**src/rtl/lab4_g29_gate_sweep.sv**
```systemverilog
// -----------------------------------------------------------------------------
// lab4_g29_gate_sweep
// Parametrised N-input logic gate with a built-in exhaustive truth-table
// sweeper. On start, every input vector 0..2^N_IN-1 is applied to the
// selected gate. Each registered output is compared against a latched
// expected truth table. The block counts mismatches and records the lowest
// failing vector.
//
// Optional feature macro: SWEEP_AUTO_REPEAT_EN
//   When defined, this macro adds input repeat_en. With repeat_en=1 the
//   sweep restarts from vector 0 straight out of DONE, using the already
//   latched op and truth table.
//
// Ports:
//   clk          in   rising-edge clock
//   rst_n        in   asynchronous active-low reset
//   start        in   begin sweep (sampled only in IDLE)
//   op[2:0]      in   gate select: AND, OR, NAND, NOR, XOR, XNOR, 11x -> 0
//   exp_tt       in   expected truth table, bit k = expected y for vec k
//   repeat_en    in   (SWEEP_AUTO_REPEAT_EN only) auto-restart after DONE
//   busy         out  high while applying/sampling vectors
//   done         out  one-cycle pulse at end of sweep
//   vec          out  input vector currently applied
//   y            out  registered gate output
//   mismatch_cnt out  number of failing vectors in last sweep
//   pass         out  last sweep completed with no mismatches
//   first_fail   out  lowest failing vector (valid when mismatch_cnt > 0)
// -----------------------------------------------------------------------------
module lab4_g29_gate_sweep #(
    parameter int unsigned N_IN  = 2,
    parameter int unsigned DWELL = 1
) (
    input  logic                    clk,
    input  logic                    rst_n,
    input  logic                    start,
    input  logic [2:0]              op,
    input  logic [(1<<N_IN)-1:0]    exp_tt,
`ifdef SWEEP_AUTO_REPEAT_EN
    input  logic                    repeat_en,
`endif
    output logic                    busy,
    output logic                    done,
    output logic [N_IN-1:0]         vec,
    output logic                    y,
    output logic [N_IN:0]           mismatch_cnt,
    output logic                    pass,
    output logic [N_IN-1:0]         first_fail
);

    localparam int unsigned N_VEC = 1 << N_IN;
    localparam int unsigned CNT_W = N_IN + 1;
    localparam int unsigned DW_W  = (DWELL < 1) ? 1 : $clog2(DWELL + 1);

    typedef enum logic [1:0] {
        S_IDLE   = 2'd0,
        S_APPLY  = 2'd1,
        S_SAMPLE = 2'd2,
        S_DONE   = 2'd3
    } state_t;

    state_t              r_state;
    logic [2:0]          r_op_q;
    logic [N_VEC-1:0]    r_tt_q;
    logic [DW_W-1:0]     r_dwell;
    logic [N_IN-1:0]     r_vec;
    logic                r_y;
    logic                r_busy;
    logic                r_done;
    logic [CNT_W-1:0]    r_mismatch_cnt;
    logic                r_pass;
    logic [N_IN-1:0]     r_first_fail;

    // N-input reduction gate; illegal selects force 0
    function automatic logic f_gate(input logic [2:0] f_op, input logic [N_IN-1:0] f_v);
        logic f_r;
        case (f_op)
            3'b000:  f_r = &f_v;
            3'b001:  f_r = |f_v;
            3'b010:  f_r = ~(&f_v);
            3'b011:  f_r = ~(|f_v);
            3'b100:  f_r = ^f_v;
            3'b101:  f_r = ~(^f_v);
            default: f_r = 1'b0;
        endcase
        return f_r;
    endfunction

    // Sweep FSM with registered outputs
    always_ff @(posedge clk or negedge rst_n) begin
        if (!rst_n) begin
            r_state        <= S_IDLE;
            r_op_q         <= 3'b000;
            r_tt_q         <= '0;
            r_dwell        <= '0;
            r_vec          <= '0;
            r_y            <= 1'b0;
            r_busy         <= 1'b0;
            r_done         <= 1'b0;
            r_mismatch_cnt <= '0;
            r_pass         <= 1'b0;
            r_first_fail   <= '0;
        end else begin
            r_done <= 1'b0;
            // y is one register stage behind vec; DWELL >= 1 guarantees it has settled by SAMPLE
            r_y    <= f_gate(r_op_q, r_vec);
            case (r_state)
                S_IDLE: begin
                    if (start) begin
                        r_op_q         <= op;
                        r_tt_q         <= exp_tt;
                        r_mismatch_cnt <= '0;
                        r_pass         <= 1'b0;
                        r_first_fail   <= '0;
                        r_vec          <= '0;
                        r_dwell        <= '0;
                        r_busy         <= 1'b1;
                        r_state        <= S_APPLY;
                    end
                end
                S_APPLY: begin
                    r_dwell <= r_dwell + DW_W'(1);
                    if (r_dwell == DW_W'(DWELL - 1)) begin
                        r_state <= S_SAMPLE;
                    end
                end
                S_SAMPLE: begin
                    if (r_y != r_tt_q[r_vec]) begin
                        r_mismatch_cnt <= r_mismatch_cnt + CNT_W'(1);
                        if (r_mismatch_cnt == '0) begin
                            r_first_fail <= r_vec;
                        end
                    end
                    if (r_vec == {N_IN{1'b1}}) begin
                        r_busy  <= 1'b0;
                        r_state <= S_DONE;
                    end else begin
                        r_vec   <= r_vec + N_IN'(1);
                        r_dwell <= '0;
                        r_state <= S_APPLY;
                    end
                end
                S_DONE: begin
                    r_done  <= 1'b1;
                    r_pass  <= (r_mismatch_cnt == '0);
                    r_state <= S_IDLE;
`ifdef SWEEP_AUTO_REPEAT_EN
                    // Restart with the latched op/table; results of this sweep are reported by pass
                    if (repeat_en) begin
                        r_vec          <= '0;
                        r_dwell        <= '0;
                        r_mismatch_cnt <= '0;
                        r_first_fail   <= '0;
                        r_busy         <= 1'b1;
                        r_state        <= S_APPLY;
                    end
`endif
                end
                default: begin
                    r_busy  <= 1'b0;
                    r_state <= S_IDLE;
                end
            endcase
        end
    end

    assign busy         = r_busy;
    assign done         = r_done;
    assign vec          = r_vec;
    assign y            = r_y;
    assign mismatch_cnt = r_mismatch_cnt;
    assign pass         = r_pass;
    assign first_fail   = r_first_fail;

endmodule

```
**config.mk**
```make
export PLATFORM = sky130hd
export DESIGN_NAME = lab4_g29_gate_sweep
export DESIGN_NICKNAME = d
export VERILOG_FILES = /design/src/rtl/lab4_g29_gate_sweep.sv
export SDC_FILE = /design/constraint.sdc
export NUM_CORES = 1
export LEC_CHECK = 0
export CAP_MARGIN = 10
export CORE_ASPECT_RATIO = 1.2
export CORE_MARGIN = 1
export CORE_UTILIZATION = 50
export CTS_CLUSTER_DIAMETER = 150
export DETAILED_ROUTE_END_ITERATION = 7
export GPL_TIMING_DRIVEN = 0
export PLACE_DENSITY = 0.81
export SLEW_MARGIN = 20
export SYNTH_ARGS = -nofsm -noshare
export SYNTH_HDL_FRONTEND = slang
export SYNTH_SLANG_ARGS = --single-unit
```
**constraint.sdc**
```tcl
create_clock -name clk -period 2.95 [get_ports clk]
set_input_delay 0.295 -clock clk [delete_from_list [all_inputs] [get_ports clk]]
set_output_delay 0.295 -clock clk [all_outputs]
set_load 0.05 [all_outputs]
```
==> metrics.md <==
| Metric | Value |
|---|---|
| Register area share after synthesis | 0.5250 |
| WL met2 | 906 um |
| Clock network latency to the later pin of the worst-skew pair | 300 ps |
| Crit path cell chain | clkdlybuf4s50_1 |
| Die area | 0.002186 mm2 |
| RSZ-0062 raised after global routing | false |
| DRT Pass-1 Iters | 3 |
| Leading post-synthesis cells by instance count | 21 x dfrtp_1, 10 x mux2_2, 7 x nand2_1 |
| Post-CTS Setup Repair Bufs | 0 |
| Post-synth top area share | 0.5250 |
| Flop2flop setup slack | 1010 ps |
| Worst-Margin Slew | 928.6 ps |
| Count leader, synth | dfrtp_1 |
| Largest net degree at the start of global routing | 22 |
| Worst vdd rail ir drop | 0.0006998 V |
| CTS resizes | 0 |
| Initial core utilization | 0.5409 |
| Port bufs | 20 |
| DR WL met3 | 82 um |
| Post-route DRC | 0 |
| Reg2reg start | vec[0] |
| YS warnings | 0 |
| FMAX | 510.3 MHz |
| Rows | 17 |
| Pre-CTS setup slack | 1037 ps |
| Leak | 0.5536 nW |
| Die width | 42.85 um |
| Synth area leader | dfrtp_1 |
| Post-synth EDFFs | 0 |
| Worst min-delay path class | primary input to async pin |
| Dominant cells by area after synthesis | dfrtp_1 53%, mux2_2 11%, ha_1 5.0% |
| CTS Sinks | 21 |
| Vias in the first global route | 693 |
| N_diodes | 0 |
| Cts hold-fix bufs | 0 |
| Routability cong. | 0.7582 |
| Cell Pwr Density | 1101 mW/mm2 |
| Critical Path Sink Type | primary output |
| Routed Antenna Nets | 0 |
| Critical path required time | 2650 ps |
| Via Count | 695 |
| Setup TNS | 0 ps |
| Crit-path max FO | 6 |
| CP top delay family | buffers and inverters |
| Core area | 0.001851 mm2 |
| Fill cells | 144 |
| Crit-path max cell delay | 860 ps |
| Final WL | 1.738 mm |
| Crit path kind | flip-flop to primary output |
| Clock Skew | 2.815 ps |
| CTS tree | done |
| Routed met1 length | 728 um |
| Startpoint type of the worst setup path | flip-flop |
| R2r worst-path depth | 4 |
| Final HPWL DP | 1.286 mm |
| Post-Syn Area | 0.001001 mm2 |
| Register bit total from synthesis | 21 |
| Global route overflow | 0 |
| Async SR Flop Fraction | 1.000 |
| GR Util All Layers | 0.1834 |
| Final period utilization | 0.6643 |
| Htree depth | 1 |
| First-pass GRT wire length | 2.994 mm |
| Final Slew Violations | 0 |
| Final setup vio count | 0 |
| Post-route worst setup slack | 990.2 ps |
| Die height | 51.02 um |
| Fin. Hold Viols | 0 |
| Worst slew margin | 0.3790 |
| CTS root buffer | clkbuf_4 |
| Top layer in use | met4 |
| Synthesized Nets | 95 |
| Final #Nets | 120 |
| Synth cell types | 27 |
| 1st-iter DRT viols | 10 |
| Status | complete, no violations |
| Via density | 5.605 |
| Worst-path clk slew | 110 ps |
| Post-synthesis average cell area | 12.36 um2 |
| Critical Path AT | 1660 ps |
| R2R Path End | first_fail[0] |
| Total I/O pin count | 21 |
| Max-cap violations | 0 |
| Clk buf depth | 2 |
| Initial antenna violation count | 0 |
| Cells after Synth | 81 |
| Layout cells sized above 1 | 0.1810 |
| Min Tclk post-route | 1960 ps |
| Worst Path Buf+Inv | 1 |
| CP max-delay cell | clkdlybuf4s50_1 |
| WL per Instance | 14.02 um |
| Predominant post-synthesis flop cell | dfrtp_1 |
| Area grow syn2layout | 25.00% |
| Cts bufs inserted | 3 |
## metrics by stage
| stage | std cells | total power [W] | util | hold WS [ps] | area, um2 |
|---|---|---|---|---|---|
| finish | 124 | 0.001378 | 0.6761 | 496.3 | 1251 |
| global route | 124 | 0.001469 | 0.6761 | 543.9 | 1251 |
| CTS | 124 | 0.001389 | 0.6761 | 502.2 | 1251 |
| detailed placement | 120 | 0.001251 | 0.6619 | 475.6 | 1225 |
| global placement | 120 | 0.001226 | 0.6619 | 461.4 | 1225 |
| floorplan | 81 | 0.001049 | - | -0.5911 | 1001 |
## worst max path at each step
stage / startpoint / to / slack [ps] / depth (start not counted)
after global routing: vec[0] / vec[0] / 920 / 1
final: vec[0] / vec[0] / 990 / 1
after CTS: vec[0] / vec[0] / 980 / 1
after global placement: start / r_op_q[1] / 1050 / 3
after detailed placement: start / r_op_q[2] / 1040 / 3
after floorplan: vec[0] / first_fail[0] / 810 / 4
## where the power goes
part | internal [W] | switching [W]
logic | 0.000339 | 0.000403
clock network | 0.0000527 | 0.0000845
registers | 0.000403 | 0.0000960
## placed cells by master (no fill, tap or decap), types with 2 or more instances in the layout
cell type	count
a21oi_1	2
a221o_1	2
a22o_1	3
a32o_1	2
clkbuf_1	3
clkbuf_4	3
clkdlybuf4s50_1	20
dfrtp_1	21
ha_1	4
inv_1	5
mux2_2	10
nand2_1	7
nand2b_1	2
nor2_1	4
nor2b_1	3
## worst register-to-register path, stage by stage (launching register included)
cell,delay [ps]
dfrtp_1,500
mux4_2,570
xnor2_2,170
a221o_1,380
a32o_1,220
## logic make-up after synthesis
logic type	after synthesis	share of synthesized area
mux	11	0.1350
fa+ha+maj	4	0.05000
simple gates	20	0.1100
buf+inv	7	0.02625
xor+xnor	2	0.02501
compound gates	16	0.1288
flops	21	0.5250
## flip-flops by register name (all words and copies together), names as in the netlist, 2 cells and up
register      cells
r_state           2
first_fail        2
vec               2
mismatch_cnt      3
r_tt_q            4
r_op_q            3
## area by class of cell
cell class              instances  area [um2]  area share
multi-input cells              53       449.2      0.3590
plain buffers                   2       7.507    0.006000
clock buffers                   4       26.28     0.02100
repair buffers                 20       200.2      0.1600
inverters                       5       18.77     0.01500
well taps                      19       23.77     0.01900
flip-flops and latches         21       525.5      0.4200
## routing by layer
metal  global-route usage  vias up
li1                     -      335
met1               0.2163      333
met2               0.3182       23
met3              0.03887        4
met4              0.07813        0
met5                    0        -
No activity file was read; power rests on OpenSTA's default activity.
